`config.mk`:
```
export PLATFORM = sky130hd
export DESIGN_NAME = isp_hist_reader
export DESIGN_NICKNAME = d
export VERILOG_FILES = /design/src/rtl/isp_hist_reader.sv
export SDC_FILE = /design/constraint.sdc
export NUM_CORES = 2
export LEC_CHECK = 0
export BUFFER_PORTS_ARGS = -buffer_cell sky130_fd_sc_hd__buf_2
export CAP_MARGIN = 20
export CORE_MARGIN = 1.5
export CORE_UTILIZATION = 33
export DETAILED_ROUTE_END_ITERATION = 7
export RECOVER_POWER = 25
export SETUP_SLACK_MARGIN = 0.02
export SLEW_MARGIN = 20
export SYNTH_ARGS = -nofsm -noshare
export SYNTH_HDL_FRONTEND = slang
export SYNTH_SLANG_ARGS = --single-unit
```
`constraint.sdc`:
```
create_clock -name pclk -period 7.6 [get_ports pclk]
set_input_delay 1.52 -clock pclk [delete_from_list [all_inputs] [get_ports pclk]]
set_output_delay 1.52 -clock pclk [all_outputs]
set_load 0.01 [all_outputs]
```
`src/rtl/isp_hist_reader.sv`:
```
// Purpose: sweeps the 4-channel Bayer histogram read port and reduces it to per-channel total/under/over/peak.
// Latency: start sampled at cycle 0 -> addresses at cycles 1..4*2^BITS -> out_done at 4*2^BITS + RD_LAT + 1.
// Backpressure: none; the read port is assumed always ready and start while busy is dropped (no queuing).
//
// Ports:
//   pclk, rst_n            clock (also the histogram RAM clock), async active-low reset
//   start                  one-cycle sweep request, honoured only when idle
//   lo_thresh, hi_thresh   bins <= lo count as under-exposed, bins >= hi as over-exposed (latched at start)
//   hist_out, hist_addr    read enable and {channel[1:0], bin} address towards the statistics RAM
//   hist_data              bin count returned RD_LAT cycles after hist_addr
//   busy, out_done         sweep in progress / one-cycle pulse when out_* were refreshed
//   out_total/under/over   per-channel saturating sums, channel n at [n*OUT_BITS +: OUT_BITS]
//   out_peak               per-channel bin index of the largest count, channel n at [n*BITS +: BITS]
module isp_hist_reader #(
    parameter int BITS     = 8,
    parameter int OUT_BITS = 32,
    parameter int RD_LAT   = 1
) (
    input  logic                  pclk,
    input  logic                  rst_n,
    input  logic                  start,
    input  logic [BITS-1:0]       lo_thresh,
    input  logic [BITS-1:0]       hi_thresh,
    output logic                  hist_out,
    output logic [BITS+1:0]       hist_addr,
    input  logic [OUT_BITS-1:0]   hist_data,
    output logic                  busy,
    output logic                  out_done,
    output logic [4*OUT_BITS-1:0] out_total,
    output logic [4*OUT_BITS-1:0] out_under,
    output logic [4*OUT_BITS-1:0] out_over,
    output logic [4*BITS-1:0]     out_peak
);

    typedef enum logic [1:0] {IDLE, SWEEP, DRAIN, DONE} state_t;

    localparam logic [BITS+1:0] ADDR_LAST  = '1;
    localparam logic [2:0]      DRAIN_LAST = 3'(RD_LAT - 1);

    state_t          state_q, state_d;
    logic            accept;      // start taken this cycle
    logic            finish;      // last delayed sample consumed this cycle
    logic [BITS+1:0] addr_q;
    logic [2:0]      drain_cnt_q;
    logic [BITS-1:0] lo_q, hi_q;

    // Delay line carrying {valid, channel, bin} alongside each address.
    logic [RD_LAT-1:0] pipe_vld;
    logic [1:0]        pipe_ch  [RD_LAT];
    logic [BITS-1:0]   pipe_bin [RD_LAT];

    logic            smp_vld;
    logic [1:0]      smp_ch;
    logic [BITS-1:0] smp_bin;

    // Working accumulators (current value and next value).
    logic [OUT_BITS-1:0] tot_q [4], tot_d [4];
    logic [OUT_BITS-1:0] und_q [4], und_d [4];
    logic [OUT_BITS-1:0] ovr_q [4], ovr_d [4];
    logic [OUT_BITS-1:0] pmax_q[4], pmax_d[4];
    logic [BITS-1:0]     pbin_q[4], pbin_d[4];

    function automatic logic [OUT_BITS-1:0] sat_add(input logic [OUT_BITS-1:0] a,
                                                    input logic [OUT_BITS-1:0] b);
        logic [OUT_BITS:0] s;
        s = {1'b0, a} + {1'b0, b};
        return s[OUT_BITS] ? {OUT_BITS{1'b1}} : s[OUT_BITS-1:0];
    endfunction

    // ---------------- FSM ----------------
    always_ff @(posedge pclk or negedge rst_n) begin
        if (!rst_n) begin
            state_q <= IDLE;
        end else begin
            state_q <= state_d;
        end
    end

    always_comb begin
        state_d   = state_q;
        accept    = 1'b0;
        finish    = 1'b0;
        hist_out  = 1'b0;
        busy      = 1'b1;
        out_done  = 1'b0;
        case (state_q)
            IDLE: begin
                busy = 1'b0;
                if (start) begin
                    state_d = SWEEP;
                    accept  = 1'b1;
                end
            end
            SWEEP: begin
                hist_out = 1'b1;
                if (addr_q == ADDR_LAST) state_d = DRAIN;
            end
            DRAIN: begin
                if (drain_cnt_q == DRAIN_LAST) begin
                    state_d = DONE;
                    finish  = 1'b1;
                end
            end
            DONE: begin
                out_done = 1'b1;
                state_d  = IDLE;
            end
            default: state_d = IDLE;
        endcase
    end

    assign hist_addr = addr_q;

    // Address counter, drain counter and latched thresholds.
    always_ff @(posedge pclk or negedge rst_n) begin
        if (!rst_n) begin
            addr_q      <= '0;
            drain_cnt_q <= '0;
            lo_q        <= '0;
            hi_q        <= '0;
        end else begin
            if (accept) begin
                lo_q <= lo_thresh;
                hi_q <= hi_thresh;
            end
            // Address stops at the last bin (held through DRAIN/DONE), back to 0 once idle.
            case (state_q)
                SWEEP:   if (addr_q != ADDR_LAST) addr_q <= addr_q + 1'b1;
                DRAIN:   addr_q <= addr_q;
                default: addr_q <= '0;
            endcase
            drain_cnt_q <= (state_q == DRAIN) ? drain_cnt_q + 1'b1 : 3'd0;
        end
    end

    // ---------------- read-latency alignment ----------------
    always_ff @(posedge pclk or negedge rst_n) begin
        if (!rst_n) begin
            pipe_vld <= '0;
            for (int i = 0; i < RD_LAT; i++) begin
                pipe_ch[i]  <= '0;
                pipe_bin[i] <= '0;
            end
        end else begin
            pipe_vld[0] <= hist_out;
            pipe_ch[0]  <= addr_q[BITS+1:BITS];
            pipe_bin[0] <= addr_q[BITS-1:0];
            for (int i = 1; i < RD_LAT; i++) begin
                pipe_vld[i] <= pipe_vld[i-1];
                pipe_ch[i]  <= pipe_ch[i-1];
                pipe_bin[i] <= pipe_bin[i-1];
            end
        end
    end

    assign smp_vld = pipe_vld[RD_LAT-1];
    assign smp_ch  = pipe_ch[RD_LAT-1];
    assign smp_bin = pipe_bin[RD_LAT-1];

    // ---------------- accumulation ----------------
    always_comb begin
        for (int c = 0; c < 4; c++) begin
            tot_d[c]  = tot_q[c];
            und_d[c]  = und_q[c];
            ovr_d[c]  = ovr_q[c];
            pmax_d[c] = pmax_q[c];
            pbin_d[c] = pbin_q[c];
        end
        if (smp_vld) begin
            tot_d[smp_ch] = sat_add(tot_q[smp_ch], hist_data);
            if (smp_bin <= lo_q) und_d[smp_ch] = sat_add(und_q[smp_ch], hist_data);
            if (smp_bin >= hi_q) ovr_d[smp_ch] = sat_add(ovr_q[smp_ch], hist_data);
            // Bin 0 restarts the channel's peak search; strict > keeps the lowest bin on ties.
            if ((smp_bin == '0) || (hist_data > pmax_q[smp_ch])) begin
                pmax_d[smp_ch] = hist_data;
                pbin_d[smp_ch] = smp_bin;
            end
        end
    end

    always_ff @(posedge pclk or negedge rst_n) begin
        if (!rst_n) begin
            for (int c = 0; c < 4; c++) begin
                tot_q[c]  <= '0;
                und_q[c]  <= '0;
                ovr_q[c]  <= '0;
                pmax_q[c] <= '0;
                pbin_q[c] <= '0;
            end
        end else if (accept) begin
            for (int c = 0; c < 4; c++) begin
                tot_q[c]  <= '0;
                und_q[c]  <= '0;
                ovr_q[c]  <= '0;
                pmax_q[c] <= '0;
                pbin_q[c] <= '0;
            end
        end else begin
            for (int c = 0; c < 4; c++) begin
                tot_q[c]  <= tot_d[c];
                und_q[c]  <= und_d[c];
                ovr_q[c]  <= ovr_d[c];
                pmax_q[c] <= pmax_d[c];
                pbin_q[c] <= pbin_d[c];
            end
        end
    end

    // Results take the next-state values so the final sample lands in the same
    // cycle out_done is raised.
    always_ff @(posedge pclk or negedge rst_n) begin
        if (!rst_n) begin
            out_total <= '0;
            out_under <= '0;
            out_over  <= '0;
            out_peak  <= '0;
        end else if (finish) begin
            for (int c = 0; c < 4; c++) begin
                out_total[c*OUT_BITS +: OUT_BITS] <= tot_d[c];
                out_under[c*OUT_BITS +: OUT_BITS] <= und_d[c];
                out_over[c*OUT_BITS +: OUT_BITS]  <= ovr_d[c];
                out_peak[c*BITS +: BITS]          <= pbin_d[c];
            end
        end
    end

endmodule
```
Word level (Yosys, flattened, before mapping). Index checks and enable logic that the tools add are counted.

Register bits after elaboration: 1002. Input port bits: 51. Logic and storage cells: 115.

$add $sub $neg: 5. Order comparisons: 5. Equality and inequality tests: 9. Multiplexer cells: 52. Bitwise operators: 2. Reduce and logical (&&, ||, !) cells: 10.

Operators by type and width (number): $mux W128 (11); $bwmux W128 (4); $mux W32 (15); $bmux W32 S2 (4); $add A32 B32 Y33 (3); $demux W32 S2 (1); $bwmux W32 (1); $gt A32 B32 Y1 (1); $pmux W10 S2 (1); $demux W8 S2 (1); $add A10 B1 Y10 const B (1); $eq A10 B10 Y1 const B (1); $mux W10 (1); $ne A10 B10 Y1 const B (1); $ge A8 B8 Y1 (1); $le A8 B8 Y1 (1); $logic_not A8 Y1 (1); $mux W8 (1); $ne A2 B2 Y1 const B (4); $pmux W2 S4 (1); $mux W1 (7); $mux W2 (3); $eq A2 B2 Y1 const B (2); $reduce_and A2 Y1 (2); 13 further kinds (14).

Depth between registers and ports, before layout.
Depth after elaboration: 10. Mapped depth: 16.

Worst setup path after synthesis. Ideal clock, no wire load.

Path kind: reg2reg. Start point: register pipe_ch[0] (netlist name). End point: register out_over[40]. Data arrival time: 4462 ps. Setup slack: 3008 ps. Stages on the path, launching flop included: 17. Period minus slack after synthesis: 4592 ps. Path through: dfrtp_1 -> clkbuf_1 -> clkbuf_1 -> buf_1 -> mux4_2 -> ha_1 -> fa_1 -> a211oi_1 -> o21ai_1 -> a41oi_2 -> nor4_1 -> nor3_2 -> buf_2 -> buf_2 -> a21oi_1 -> a21oi_1 -> o21ai_0.

Longest elaborated chain between the ends: 9. Elaborated cells on any way between the ends: 14.

Ends and longest elaborated chain: start, declared (line 49) `logic [1:0] pipe_ch [RD_LAT];`; start signal, assigned by index (line 150) `pipe_ch[i] <= pipe_ch[i-1];`; $not A2 Y3 (not written as such) * (line 172) `if (smp_bin >= hi_q) ovr_d[smp_ch] = sat_add(ovr_q[smp_ch], hist_data);`; $bmux W32 S2 (line 172); $mux W32 (not written as such) (2 in a row) (line 172); $add A32 B32 Y33 (line 66) `s = {1'b0, a} + {1'b0, b};`; $mux W32 (line 67) `return s[OUT_BITS] ? {OUT_BITS{1'b1}} : s[OUT_BITS-1:0];`; $bwmux W128 * (line 172); $mux W128 * (line 172); $mux W128 * (line 169) `if (smp_vld) begin`; end signal, assigned by index (line 221) `out_over[c*OUT_BITS +: OUT_BITS] <= ovr_d[c];`; end, declared (line 31) `output logic [4*OUT_BITS-1:0] out_over,`.

Every way passes the cells marked *; elsewhere a longest branch is shown, timed or not. The select of a mux whose other input is x is not followed. A chain may end at the register's enable or synchronous reset.

Worst setup path after layout.
Start point: register pipe_ch[0] (netlist name). End point: register out_over[109].

The elaborated chain is that of the path after synthesis.

==> results by group <==
Detailed routing
  • DRT antenna net count: 0
  • Via count: roughly 40000
  • DR pass1 iterations: 6
  • Remaining DRCs: 0
  • DR top layer: met5
  • Met3 WL: 15800 um
  • Met2 WL: 76600 um
  • Initial drt markers: 3617
  • Met1 Wirelength: ~76000 um
  • Vias per inst: 5.55
  • Routed len/inst: 24.6 um
  • Final WL: roughly 180000 um

Setup path
  • RR Endpoint: out_over[109]$_DFFE_PN0P_
  • Setup crit end kind: flop
  • Reg2reg start: pipe_ch[0]$_DFF_PN0_
  • Reg2Reg Depth: 13
  • Crit Path Category: reg2reg
  • Worst Setup EP: out_over[109]$_DFFE_PN0P_
  • Startpoint Class: flop
  • Crit-path max FO: 37
  • Worst EP arrival: 6.15 ns
  • Critical Path Start: pipe_ch[0]$_DFF_PN0_
  • Slack of the worst reg-to-reg path: 2.04 ns
  • Worst EP required: 8.18 ns

Place
  • Detail Placement HPWL: around 120000 um
  • I/O Buffers: 479
  • GPL Wtd Cong: 0.887

Clocking
  • CTS Buffer Depth: 3
  • H-tree levels: 3
  • Clock slew at reported path FFs: 0.07 ns
  • Post-CTS setup buffer count: 0
  • Resized cells post-CTS: 0
  • CTS Buf Count: ~110
  • Root Driver: clkbuf_16
  • Skew-Pair Late Insertion Delay: 0.76 ns
  • CTS tree: yes
  • Hold buffer count at cts: 0
  • CTS sink cnt: 1002

GRT
  • Vias in the first global route: 38700
  • Largest net degree at the start of global routing: about 230
  • Total GRT Usage: 0.231
  • Grt ovf: 0
  • First-pass GRT wire length: 262000 um
  • Antenna violations before repair: 8

Pwr
  • Tot Pwr: 0.0218 W
  • Pwr dens: 385 mW/mm^2
  • Max IR drop VDD: 281 uV
  • Leak pwr: 27.6 nW

Synth
  • Mean Syn Cell Area: about 10 sq um
  • Register area share after synthesis: 0.514
  • Post-Syn Area: 0.0488 sq mm
  • Area leader, netlist: dfrtp_1
  • Seq cells post-synth: 1002
  • Synth top area cells: dfrtp_1, mux4_2, nor2_1
  • Count leader, synth: dfrtp_1
  • Share of Yosys cell area claimed by the top area cell type: 0.514
  • Ys async rst share: 1.00
  • Ys Warns: 0
  • Syn Nets: 5050
  • Distinct cells, synth: 83
  • Mapped Cells: 4844
  • Post-synth top cells: dfrtp_1, nor2_1, nand2_1
  • Top FF cell, synth: dfrtp_1
  • Post-synth EDFFs: 0

Run status
  • Failing checks: max-capacitance violations, max-slew violations
  • Outcome: finished with violations

Die
  • Die Ht: 387 um
  • Die W: 387 um
  • Full die area: 0.150 sq mm
  • Number of I/O pins: 480
  • Initial Utilization: 0.334
  • Core Box Area: 0.146 sq mm
  • Rows: between 100 and 150

Cells and area
  • Fraction of layout cells with a size suffix above 1: 0.173
  • Growth of design area from synthesis to finish: 16.0%
  • Fill cells: 14500
  • Fin nets: 5365
  • Multi-input gate area: ~0.022 sq mm
  • Total area of sequential cells: 0.0251 sq mm

Timing
  • Skew final: 0.0355 ns
  • Worst-Margin Slew: 4.38 ns
  • Final setup fails: 0
  • Slew HR: -1.92
  • RSZ-0062 raised after global routing: false
  • Final setup TNS: 0 ns
  • Max-slew violation count: 900
  • Tcrit/Tclk final: 0.732
  • Final hold vios: 0
  • Fmax: 0.180 GHz
  • Final min period: 5.56 ns

Job
  • Max cap viols: 9

Min path
  • HP Class: reg2reg
## through the flow
step	util	instance area (sq um)	std cells	hold WS, ns	worst slack, ns
after detailed placement	0.362	53000	6964	0.465	2.07
final	0.387	56500	7166	0.473	2.04
after global placement	0.362	53000	6964	0.449	2.15
after CTS	0.387	56600	7161	0.478	2.03
after floorplan	-	48800	4844	0.432	3.01
after global routing	0.387	56500	7162	0.491	1.19
## cells in the final DEF, fill, tap and decap left out, types with 8 or more instances in the layout
cell	count
xnor2_1	43
or3_1	41
a21oi_1	361
a31oi_1	13
o21ai_0	438
nor3_1	160
clkbuf_1	30
o21bai_1	15
mux2i_1	226
o31ai_1	120
or2_2	8
dfrtp_1	1000
nand4_1	31
inv_1	67
buf_4	42
and2_1	15
o22ai_1	68
o21ai_1	8
buf_2	478
a21o_1	55
clkinv_2	20
mux4_2	128
and3_1	42
nand2b_1	16
a22oi_1	15
o211ai_1	10
xor2_1	27
nand2_1	515
nand3_2	8
bufinv_16	8
clkbuf_16	110
o21a_1	41
nor2_1	664
nand3_1	53
clkbuf_8	21
nor2b_1	9
ha_1	152
a211oi_1	23
o2bb2ai_1	10
## flip-flops by register name, indices dropped and copies added (netlist names), 8 cells and up
signal,count
und_q,128
out_over,128
hist_addr,10
ovr_q,128
out_under,128
out_peak,32
pmax_q,128
hi_q,8
lo_q,8
pipe_bin,8
pbin_q,32
out_total,128
tot_q,128
## layer usage
metal | GRT usage | vias up
met1 | 0.317 | 20000
met4 | 0.0941 | 4
met2 | 0.342 | 1519
li1 | - | 17900
met5 | 0 | -
met3 | 0.0635 | 307
## cell type report
type | instances | area share
Sequential cell | 1002 | 0.444
Multi-Input combinational cell | 3441 | 0.393
Clock buffer | 156 | 0.0554
Timing Repair Buffer | 538 | 0.0518
Tap cell | 1917 | 0.0424
Clock inverter | 41 | 0.00885
Inverter | 67 | 0.00445
Antenna cell | 4 | 0.000177
## critical path: stages (launching register included)
cell and delay, ns:
dfrtp_4 1.04, buf_4 0.40, mux4_2 0.60, fa_1 0.45, a211oi_1 0.32, o21ai_1 0.17
a41oi_2 0.40, nor4_1 0.16, nor3_4 0.52, buf_4 0.35, buf_4 0.39, nand2_1 0.21
nor2_1 0.20, o31ai_1 0.10
## kinds of logic after synthesis
family / Yosys count / share of synthesized area
fa+ha+maj: 155 / 0.0402
mux: 356 / 0.106
flops: 1002 / 0.514
compound gates: 1245 / 0.152
simple gates: 1614 / 0.142
xor+xnor: 71 / 0.0129
buf+inv: 401 / 0.0319
## power breakdown
group	switching (W)	leakage, nW	internal (W)	total (W)
logic	0.00618	12.3	0.00297	0.00915
registers	0.000740	13.5	0.00643	0.00717
clock network	0.00231	1.80	0.00314	0.00545
## how the worst min path moves through the flow
stage	endpoint	depth (start not counted)	slack (ns)	from
after floorplan	drain_cnt_q[0]$_DFF_PN0_	1	0.43	drain_cnt_q[0]$_DFF_PN0_
after global placement	drain_cnt_q[0]$_DFF_PN0_	1	0.45	drain_cnt_q[0]$_DFF_PN0_
after detailed placement	pipe_bin[5]$_DFF_PN0_	0	0.46	hist_addr[5]$_DFFE_PN0P_
after CTS	out_peak[23]$_DFFE_PN0P_	2	0.48	out_peak[23]$_DFFE_PN0P_
after global routing	drain_cnt_q[0]$_DFF_PN0_	1	0.49	drain_cnt_q[0]$_DFF_PN0_
final	drain_cnt_q[0]$_DFF_PN0_	1	0.47	drain_cnt_q[0]$_DFF_PN0_
Note: power is estimated with default switching activity, not from simulation.
